## config.mk

```make
export PLATFORM = sky130hd
export DESIGN_NAME = bcd_conv_scheduler
export DESIGN_NICKNAME = d
export VERILOG_FILES = /design/src/rtl/bcd_conv_scheduler.sv
export SDC_FILE = /design/constraint.sdc
export NUM_CORES = 1
export LEC_CHECK = 0
export BUFFER_PORTS_ARGS = -buffer_cell sky130_fd_sc_hd__buf_2
export CAP_MARGIN = 20
export CORE_ASPECT_RATIO = 0.9
export CORE_MARGIN = 2
export CORE_UTILIZATION = 57
export CTS_CLUSTER_DIAMETER = 30
export CTS_CLUSTER_SIZE = 10
export DETAILED_ROUTE_END_ITERATION = 10
export GPL_TIMING_DRIVEN = 0
export HOLD_SLACK_MARGIN = 0.02
export PLACE_DENSITY = 0.8
export SLEW_MARGIN = 10
export SYNTH_ARGS = -nofsm -noshare
export SYNTH_HDL_FRONTEND = slang
export SYNTH_SLANG_ARGS = --single-unit
```

## constraint.sdc

```tcl
create_clock -name clk_in -period 5.19 [get_ports clk_in]
set_input_delay 0.2595 -clock clk_in [delete_from_list [all_inputs] [get_ports clk_in]]
set_output_delay 0.2595 -clock clk_in [all_outputs]
set_load 0.02 [all_outputs]
```

## src/rtl/bcd_conv_scheduler.sv

```systemverilog
// rtl/bcd_conv_scheduler.sv - shares one binary-to-BCD converter across six DCF77 time fields
// Snapshot, six timed conversions, then one atomic commit to the display registers.
module bcd_conv_scheduler #(
  parameter int CONV_WAIT = 12
) (
  input  logic       clk_in,
  input  logic       GSR,
  input  logic       start,
  input  logic [6:0] f_sec,
  input  logic [6:0] f_min,
  input  logic [6:0] f_hour,
  input  logic [6:0] f_day,
  input  logic [6:0] f_month,
  input  logic [6:0] f_year,
  output logic       conv_sync,
  output logic [6:0] conv_num,
  input  logic [7:0] conv_cifre,
  output logic [7:0] bcd_sec,
  output logic [7:0] bcd_min,
  output logic [7:0] bcd_hour,
  output logic [7:0] bcd_day,
  output logic [7:0] bcd_month,
  output logic [7:0] bcd_year,
  output logic       busy,
  output logic       done,
  output logic [5:0] range_err
);

  localparam int CNT_W = $clog2(CONV_WAIT + 1);

  typedef enum logic [2:0] {S_IDLE, S_LOAD, S_WAIT, S_CAPTURE, S_COMMIT} state_t;

  state_t          state_q, state_d;
  logic [2:0]      idx_q, idx_d;
  logic [CNT_W-1:0] cnt_q, cnt_d;
  logic            pending_q, pending_d;
  logic [5:0][6:0] snap_q, snap_d;
  logic [5:0]      err_q, err_d;
  logic [5:0][7:0] shadow_q, shadow_d;
  logic [5:0][7:0] bcd_q, bcd_d;
  logic [5:0]      range_err_q, range_err_d;
  logic [5:0][6:0] fields;
  logic            take_snap;

  assign fields = {f_year, f_month, f_day, f_hour, f_min, f_sec};

  always_comb begin
    state_d     = state_q;
    idx_d       = idx_q;
    cnt_d       = cnt_q;
    pending_d   = pending_q;
    snap_d      = snap_q;
    err_d       = err_q;
    shadow_d    = shadow_q;
    bcd_d       = bcd_q;
    range_err_d = range_err_q;
    take_snap   = 1'b0;

    case (state_q)
      S_IDLE: begin
        if (start) begin
          take_snap = 1'b1;
          idx_d     = 3'd0;
          state_d   = S_LOAD;
        end
      end
      S_LOAD: begin
        pending_d = pending_q | start;
        cnt_d     = '0;
        state_d   = S_WAIT;
      end
      S_WAIT: begin
        pending_d = pending_q | start;
        cnt_d     = cnt_q + CNT_W'(1);
        if (cnt_q == CNT_W'(CONV_WAIT - 1)) state_d = S_CAPTURE;
      end
      S_CAPTURE: begin
        pending_d         = pending_q | start;
        shadow_d[idx_q]   = conv_cifre;
        if (idx_q == 3'd5) begin
          // bcd_* are loaded here so they are visible during the COMMIT cycle together with done
          bcd_d       = shadow_d;
          range_err_d = err_q;
          state_d     = S_COMMIT;
        end else begin
          idx_d   = idx_q + 3'd1;
          state_d = S_LOAD;
        end
      end
      S_COMMIT: begin
        // A start seen in COMMIT folds into the rerun rather than queuing a third run
        pending_d = 1'b0;
        if (pending_q || start) begin
          take_snap = 1'b1;
          idx_d     = 3'd0;
          state_d   = S_LOAD;
        end else begin
          state_d = S_IDLE;
        end
      end
      default: state_d = S_IDLE;
    endcase

    if (take_snap) begin
      for (int i = 0; i < 6; i++) begin
        if (fields[i] > 7'd99) begin
          snap_d[i] = 7'd99;
          err_d[i]  = 1'b1;
        end else begin
          snap_d[i] = fields[i];
          err_d[i]  = 1'b0;
        end
      end
    end
  end

  always_ff @(posedge clk_in or posedge GSR) begin
    if (GSR) begin
      state_q     <= S_IDLE;
      idx_q       <= 3'd0;
      cnt_q       <= '0;
      pending_q   <= 1'b0;
      snap_q      <= '0;
      err_q       <= '0;
      shadow_q    <= '0;
      bcd_q       <= '0;
      range_err_q <= '0;
    end else begin
      state_q     <= state_d;
      idx_q       <= idx_d;
      cnt_q       <= cnt_d;
      pending_q   <= pending_d;
      snap_q      <= snap_d;
      err_q       <= err_d;
      shadow_q    <= shadow_d;
      bcd_q       <= bcd_d;
      range_err_q <= range_err_d;
    end
  end

  assign conv_sync = (state_q == S_LOAD);
  assign conv_num  = snap_q[idx_q];
  assign busy      = (state_q != S_IDLE);
  assign done      = (state_q == S_COMMIT);
  assign range_err = range_err_q;
  assign bcd_sec   = bcd_q[0];
  assign bcd_min   = bcd_q[1];
  assign bcd_hour  = bcd_q[2];
  assign bcd_day   = bcd_q[3];
  assign bcd_month = bcd_q[4];
  assign bcd_year  = bcd_q[5];

endmodule

```

Yosys cells after proc, flatten, opt, wreduce, memory -nomap -nowiden --
Index checks and enable logic that the tools add are counted.
Word-level totals: memories kept 0, input bits 53, register bits after elaboration 161, bits in latches 0, word-level logic and storage cells 87, memory bits (writable) 0, memory bits (read-only) 0
Operators by class: reductions and logical operators 11, order comparisons 8, add/subtract/negate cells 2, equal/unequal tests 10, mux-type cells 31, shift-type cells 0, divide/modulo/power cells 0, $mul 0, bitwise logic cells 1
Operator list (number):
- $mux W7 | 7
- $bwmux W48 | 1
- $gt A7 B7 Y1 const B | 6
- $demux W8 S3 | 1
- $bmux W7 S3 | 1
- $mux W3 | 6
- $pmux W3 S5 | 1
- $mux W1 | 9
- $pmux W3 S3 | 1
- $mux W8 | 1
- $pmux W4 S2 | 1
- $eq A3 B2 Y1 const B | 2
- $eq A3 B3 Y1 const B | 2
- $ne A2 B2 Y1 const B | 3
- $reduce_bool A3 Y1 | 2
- $add A4 B1 Y4 const B | 1
- $eq A4 B4 Y1 const B | 1
- $lt A3 B4 Y1 const B | 1
- $pmux W1 S2 | 2
- $reduce_and A2 Y1 | 2
- $reduce_and A4 Y1 | 1
- $reduce_bool A2 Y1 | 2
- $add A3 B1 Y3 const B | 1
- $eq A3 B1 Y1 const B | 1
- other kinds (7) | 7

Depth between registers and ports, before layout --
Gate-level depths: netlist of the first run.
depth after elaboration 5, gate-level depth with buffers 8

Least setup slack after synthesis of the first run --
OpenSTA, ideal clock, no wires.
path kind register -> register, start register idx_q[1], end register bcd_q, in the netlist bcd_day[6], setup slack 2.987 ns, data arrival time 2.079 ns, library setup time 0.125 ns, buffers on the path 3, stages on the path, launching flop included 9, cell sequence dfrtp_1 buf_2 buf_4 inv_1 ha_1 inv_1 nor3_4 buf_4 mux2_2
Between the ends: cells in the longest elaborated chain, start to end 5
Ends and longest elaborated chain:
- start: declaration | RTL line 34 | logic [2:0] idx_q, idx_d;
- start signal: assignment | RTL line 130 | idx_q <= idx_d;
- $lt A3 B4 Y1 (implied by the code) / $ge A3 B1 Y1 (equally long branches) | RTL line 79 | shadow_d[idx_q] = conv_cifre;
- $logic_and A1 B1 Y1 (implied by the code) | RTL line 79
- $mux W8 (implied by the code) | RTL line 79
- $demux W8 S3 | RTL line 79
- $bwmux W48 | RTL line 79
- end signal: assignment | RTL line 126 | bcd_q <= '0;
- end signal: assignment | RTL line 136 | bcd_q <= bcd_d;
- end: declaration | RTL line 40 | logic [5:0][7:0] bcd_q, bcd_d;
Parallel ways exist; a longest one is shown, timed or not. A chain may end at the register's enable or synchronous reset.

Final worst setup path of the first run --
start register idx_q[1], end register bcd_q, in the netlist bcd_hour[5]
Same word-level chain as after synthesis.

==> results.md, run 1 <==
- Max Cap Viol: 0
- Worst EP arrival: slightly above 3000 ps
- Pwr Density: slightly below 300 nW/um^2
- TritonCTS clock tree: built
- Grt met3 use: 0.0685
- CTS Sinks: 161
- Multi-input logic area: between 3000 and 4000 sq um
- RSZ-0062 raised after global routing: no
- Post-Synthesis Cells: 594
- Hold Path End: snap_q[6]$_DFFE_PP0P_
- Clk slew on worst S/H paths: 60 ps
- Avg Inst Size Synth: 12.8 sq um
- DRT Pass-1 Iters: 5
- Busiest layer in global routing: met2
- Largest cells by area after synthesis: dfrtp_1 53%, mux2_2 23%, o21ai_0 5.3%
- Min-Delay Path Class: in2reg
- Final wirelength: around 18 mm
- Setup CP Type: reg2reg
- Synth area leader: dfrtp_1
- # rows: 39
- Die Area: roughly 14000 sq um
- Critical path's slowest cell: nor3_4
- Fin cells: 907
- Hold path depth: 2
- Fin. Hold Viols: 0
- Worst slew pin tran: 852 ps
- Post-synth top area share: 0.531
- Post-DP HPWL: approximately 12 mm
- Largest net degree at the start of global routing: between 80 and 90
- Critical Path End Type: flop
- Initial core utilization: 0.591
- Synth cell types: 53
- Placed cell areas: 8410 sq um
- Setup bufs post-CTS: 0
- Status: completed
- Initial antenna violation count: 0
- Nets: 787
- Clock Skew: 6.87 ps
- Startpoint types: flop
- GRT met1 Usage: 0.354
- Fraction of registers with async set/reset: 1.00
- Seq cells post-synth: 161
- Remaining Overflow, GRT: 0
- CP top delay family: buffers and inverters
- Vias: 5370
- Clock Tree Buf Depth: 2
- Syn_nets: 650
- Total clock buffers created by CTS: 17
- # diodes: 0
- Die width: 126 microns
- Final WS setup: 2420 ps
- Layout overhead on the synthesized area: 18.5%
- DR iter-0 viols: about 420
- RR Startpoint: idx_q[1]$_DFFE_PP0P_
- Crit path time final: 2770 ps
- Routed vias/inst: 5.92
- FF-to-FF path depth: 8
- Relative slew slack: 0.425
- Fillers: about 870
- Final setup violation count: 0
- Placed instance count: slightly below 900
- First-pass GRT wire length: about 29 mm
- Worst path bufs/invs: 5
- Worst-skew pair later-pin latency: 430 ps
- Post-route design area: 8990 sq um
- Routed len/inst: 19.6 microns
- Final Cycle Share: 0.533
- WP data required: 5500 ps
- Gp weighted congestion: 0.952
- FMAX: around 360 MHz
- Synth warn: 0
- Root buffer cell: clkbuf_16
- Cell Area, Synth: 7590 sq um
- CTS resizes: 0
- CP max FO: 10
- Die height: 113 microns
- Setup slack, reg-to-reg: between 2000 and 2500 ps
- Port bufs: roughly 120
- CORE AREA: 12800 sq um
- Hold buffers post-CTS: 1
- DR DRC count: 0
- Share of layout cells above drive strength 1: 0.470
- DRT antenna net count: 0
- Commonest non-fill, non-tap cell in the layout: dfrtp_1
- Pins Over Slew Limit: 0
- Post-synth EDFFs: 0
- FF+latch area: 4030 sq um
- Ys flop type: dfrtp_1
- Hold path startpoint: f_sec[6]
- Pleak: 0.00449 uW
- Crit path largest cell delay: 660 ps
- Most frequent cells in the layout: 161 x dfrtp_1, 157 x mux2_2, 126 x buf_2
- R2R Path End: bcd_hour[5]$_DFFE_PP0P_
- Worst path cell trace: buf_2 > buf_4 > inv_1 > ha_1 > inv_1 > nor3_4 > buf_4 > mux2_2
- Sequential area share after synthesis: 0.531
- GRT Overall Usage: 0.260
- Number of placed I/O pins: 117
- Peak VDD IR: 0.233 mV
- H-Tree Level Count: 4
- Number of global-route vias before repair: 5569
- Place WS: between 2000 and 2500 ps
- Met2 usage: 0.408
-- how the worst max path moves through the flow --
stage / startpoint / to / slack [ps] / depth (start not counted)
detailed placement: idx_q[1]$_DFFE_PP0P_ / bcd_hour[5]$_DFFE_PP0P_ / 2460 / 8
global placement: GSR / err_q[1]$_DFFE_PP0P_ / -930 / 2
global route: idx_q[1]$_DFFE_PP0P_ / bcd_hour[5]$_DFFE_PP0P_ / 2330 / 8
CTS: idx_q[1]$_DFFE_PP0P_ / bcd_hour[5]$_DFFE_PP0P_ / 2450 / 8
finish: idx_q[1]$_DFFE_PP0P_ / bcd_hour[5]$_DFFE_PP0P_ / 2420 / 8
floorplan: GSR / bcd_day[0]$_DFFE_PP0P_ / 580 / 1
-- logic make-up after synthesis --
group / Yosys count / share of synthesized area
flops: 161 / 0.531
buf+inv: 53 / 0.0353
xor+xnor: 1 / 0.00115
fa+ha+maj: 3 / 0.00495
mux: 175 / 0.266
compound gates: 119 / 0.0902
simple gates: 82 / 0.0719
-- metal layers --
metal  routed length (microns)  vias to the layer above
li1                          -                     2421
met1                      7780                     2676
met2                      8300                      237
met3                      1290                       36
met4                       412                        0
met5                         0                        -
-- sequential cells by signal (all words and copies together), names as in the netlist --
register   flops
bcd_month      8
state_q        3
bcd_day        8
bcd_sec        8
range_err      6
bcd_hour       8
bcd_min        8
bcd_year       8
pending_q      1
shadow_q      48
idx_q          3
snap_q        42
cnt_q          4
err_q          6
-- power breakdown --
part,internal (uW),leakage (uW),switching (uW)
combinational,47.4,0.00207,69.5
clock,705,0.000272,510
sequential,1270,0.00215,6.82
-- through the flow --
stage / power [uW] / setup TNS [ps] / utilization / hold slack [ps]
global route: 2690 / 0 / 0.700 / 87.6
detailed placement: 1410 / 0 / 0.655 / 392
finish: 2610 / 0 / 0.700 / 87.6
global placement: 1400 / -148660 / 0.653 / 473
CTS: 2620 / 0 / 0.700 / 77.8
floorplan: 1360 / 0 / - / 396
-- synth_stat cells (3+ instances only) --
library cell / n
nand2b_1: 3
a2bb2oi_1: 3
buf_4: 5
o21bai_1: 3
a22oi_1: 4
mux2_2: 157
nor2b_1: 12
mux2i_1: 6
inv_1: 10
o22ai_1: 8
o21ai_0: 80
nand2_1: 27
mux2_4: 8
ha_1: 3
dfrtp_1: 161
buf_2: 10
a21oi_1: 7
nor2_1: 8
clkbuf_1: 23
o311ai_0: 6
buf_6: 5
-- cell type report --
class / count / area share
clock buffers: 18 / 0.0477
repair buffers: 118 / 0.0688
inverters: 10 / 0.00501
multi-input cells: 380 / 0.366
plain buffers: 43 / 0.0256
flip-flops and latches: 161 / 0.448
clock inverters: 13 / 0.0157
well taps: 164 / 0.0228
Note: power is estimated with default switching activity, not from simulation.
==> inputs of run 2 (changes only) <==
- ABC_AREA: default -> 1
- clock period: 5.19 -> 2.8 ns (I/O delays scaled with it)
==> run 2 against run 1 <==
- critical path depth is 1 lower
- sequential share of layout area is 1.2 points lower
- cell count is 43% higher
- combinational power grew to 31 times the previous value
- worst hold slack worse by 55 ps
- via count is 28% higher
- register-to-register slack worse by 1600 ps
- core utilization is 2.5 points higher
- sequential power grew to 3.0 times the previous value
==> results.md, run 2 <==
- Status: completed
- Routed vias/inst: 5.27 (-11%)
- Cell Area, Synth: 7480 sq um (-1.5%)
- Fin. Hold Viols: 0 (unchanged)
- Initial antenna violation count: 0 (unchanged)
- Clk slew on worst S/H paths: 60 ps (about the same)
- GRT Overall Usage: 0.288 (+0.0285)
- DRT antenna net count: 0 (unchanged)
- Fraction of registers with async set/reset: 1.00 (unchanged)
- Sequential power share: 0.386 (-0.103)
- Port bufs: 116 (unchanged)
- Sequential area share after synthesis: 0.539 (+0.00791)
- Multi-input logic area: 2770 sq um (-16%)
- Vias: 6854 (+28%)
- Final setup violation count: 0 (unchanged)
- Avg Inst Size Synth: 7.81 sq um (-39%)
- Internal power: 5940 uW (+190%)
- First-pass GRT wire length: 32.0 mm (+11%)
- Root buffer cell: clkbuf_16
- Max reg flops: 48 (unchanged)
- Worst EP arrival: 2170 ps (-900 ps)
- Post-DP HPWL: 13.4 mm (+8.6%)
- Syn_nets: 1013 (+56%)
- CORE AREA: 12700 sq um (-0.76%)
- Remaining Overflow, GRT: 0 (unchanged)
- CTS Sinks: 161 (unchanged)
- CP max FO: 10 (unchanged)
- Die width: 125 microns (-0.71%)
- Synth cell types: 24 (-55%)
- Worst-skew pair later-pin latency: 430 ps (about the same)
- Most frequent cells after synthesis: 334 x nand2_1, 161 x dfrtp_1, 110 x inv_1, 78 x o21ai_0, 75 x o21ai_1
- Total clock buffers created by CTS: 17 (unchanged)
- Post-synth top area share: 0.539 (+0.00791)
- # diodes: 0 (unchanged)
- Peak VDD IR: 0.550 mV (+140%)
- Fillers: 970 (+11%)
- Min-Delay Path Class: in2reg
- Relative slew slack: 0.522 (+0.0964)
- FMAX: about 430 MHz
- DRT Pass-1 Iters: 7 (+2)
- Synth warn: 0 (unchanged)
- Die Area: 14100 sq um (-1.4%)
- Clock power frac: 0.244 (-0.222)
- Pins Over Slew Limit: 0 (unchanged)
- Largest net degree at the start of global routing: 41 (-52%)
- Post-synth EDFFs: 0 (unchanged)
- Pwr Density: 1060 nW/um^2 (+260%)
- Reg with most FFs: shadow_q
- Largest regs: shadow_q (48), snap_q (42)
- Max Cap Viol: 0 (unchanged)
- Pleak: 0.00502 uW (+12%)
- Fin util: 0.726 (+0.0250)
- Critical path's slowest cell: dfrtp_1
- Crit path largest cell delay: 410 ps (-250 ps)
- Most frequent cells in the layout: 334 x nand2_1, 161 x dfrtp_1, 136 x buf_2
- Ys flop type: dfrtp_1
- Largest cells by area after synthesis: dfrtp_1 54%, nand2_1 17%, inv_1 5.5%
- Final Cycle Share: 0.824
- Layout overhead on the synthesized area: 23.6%
- Clock Skew: 5.70 ps (-1.17 ps)
- Gp weighted congestion: 0.852 (-10%)
- Worst slew pin tran: 716 ps (-135 ps)
- # rows: 39 (unchanged)
- Commonest non-fill, non-tap cell in the layout: nand2_1
- Crit path time final: 2310 ps
- Combinational power share: 0.369 (+0.324)
- Cell mode on critical path: nand2_1
- Switch share: 0.391 (+0.166)
- Clock Tree Buf Depth: 2 (unchanged)
- Die height: 113 microns (-0.71%)
- H-Tree Level Count: 4 (unchanged)
- DR DRC count: 0 (unchanged)
- Most numerous cell in the Yosys netlist: nand2_1
- Power Total: 9760 uW (+270%)
- Net load switching power: 3820 uW (+550%)
- TritonCTS clock tree: built
- Post-Synthesis Cells: 957 (+61%)
- Critical Path End Type: output pin
- Number of placed I/O pins: 117 (unchanged)
- Worst path cell trace: inv_1 > clkbuf_1 > nand2_1 > a21oi_1 > o21ai_0 > nand2_1 > buf_2
- Share of layout cells above drive strength 1: 0.174 (-0.295)
- Number of global-route vias before repair: 6660 (+20%)
- Seq cells post-synth: 161 (unchanged)
- Nets: 1180 (+50%)
- RSZ-0062 raised after global routing: no
- Startpoint types: flop
- Routed len/inst: 15.0 microns (-23%)
- Setup CP Type: reg2out
- DR iter-0 viols: 632 (+51%)
- Final wirelength: 19.5 mm (+9.8%)
- FF+latch area: 4030 sq um (unchanged)
- Synth area leader: dfrtp_1
- WP data required: 2660 ps (-2840 ps)
- Initial core utilization: 0.587 (-0.00421)
run 2: cell types whose count changed after synthesis, sizes merged, moves of 12 or more:
cell	change
o21ai	+74
a21oi	+18
inv	+105
nand2	+313
nor2	+38
nand3	+59
nor2b	-12
mux2	-167
run 2: path summary, 6_finish.rpt:
kind,from,end,slack [ps],depth (start not counted)
max,idx_q[0]$_DFFE_PP0P_,conv_num[1],490,7
min,f_hour[3],snap_q[17]$_DFFE_PP0P_,30,5
max reg2reg,idx_q[1]$_DFFE_PP0P_,bcd_hour[0]$_DFFE_PP0P_,800,10
min reg2reg,cnt_q[3]$_DFFE_PP0P_,cnt_q[3]$_DFFE_PP0P_,470,1
max in group asynchronous,GSR,bcd_month[1]$_DFFE_PP0P_,1560,5
min in group asynchronous,GSR,bcd_min[4]$_DFFE_PP0P_,370,3
run 2: per-layer routing:
| metal | global-route usage | vias to the layer above | part of all wire |
|---|---|---|---|
| met5 | 0 | - | 0 |
| met4 | 0.102 | 0 | 0.024 |
| met3 | 0.0715 | 47 | 0.079 |
| met2 | 0.476 | 292 | 0.48 |
| met1 | 0.375 | 3178 | 0.42 |
| li1 | - | 3337 | - |
run 2: power groups by stage:
stage	clock network, uW	registers [uW]	logic [uW]
detailed placement	0	3780	3530
finish	2390	3770	3600
CTS	2410	3750	3590
global placement	0	3750	3410
global route	2510	3870	4060
floorplan	0	3960	2240
run 2: per-stage QoR:
step                      instances  setup WS, ps  instance area (sq um)  setup TNS, ps  hold WS [ps]
after floorplan                 957           617                   7480              0           250
after global placement         1237          -290                   8270         -45750           353
after detailed placement       1241           840                   8350              0           291
after CTS                      1300           536                   9240              0          22.7
after global routing           1300           369                   9240              0          59.1
final                          1300           493                   9240              0          32.7
run 2: repair_timing:
action,in CTS,in global routing
endpoints found under the hold margin,54,0
resized for setup,0,0
buffers inserted,0,0
hold buffers,28,0
run 2: critical path, delay by kind of cell (launching register included):
| family | cells | cell delay (ps) |
|---|---|---|
| DFF | 1 | 410 |
| and+or+nand+nor | 2 | 210 |
| buffers and inverters | 3 | 770 |
| AOI/OAI and AO/OA | 2 | 350 |
run 2: cell type report:
type,instances,area share
timing repair buffer,148,0.103
multi-input combinational,634,0.300
sequential,161,0.436
clock buffer,22,0.0513
buffer,47,0.0263
clock inverter,9,0.0142
inverter,115,0.0471
tap,164,0.0222
run 2: logic make-up after synthesis:
kind of cell | after synthesis | synth area share
flops | 161 | 0.539
simple gates | 448 | 0.241
xor+xnor | 2 | 0.00234
fa+ha+maj | 3 | 0.00502
buf+inv | 162 | 0.0902
compound gates | 181 | 0.122
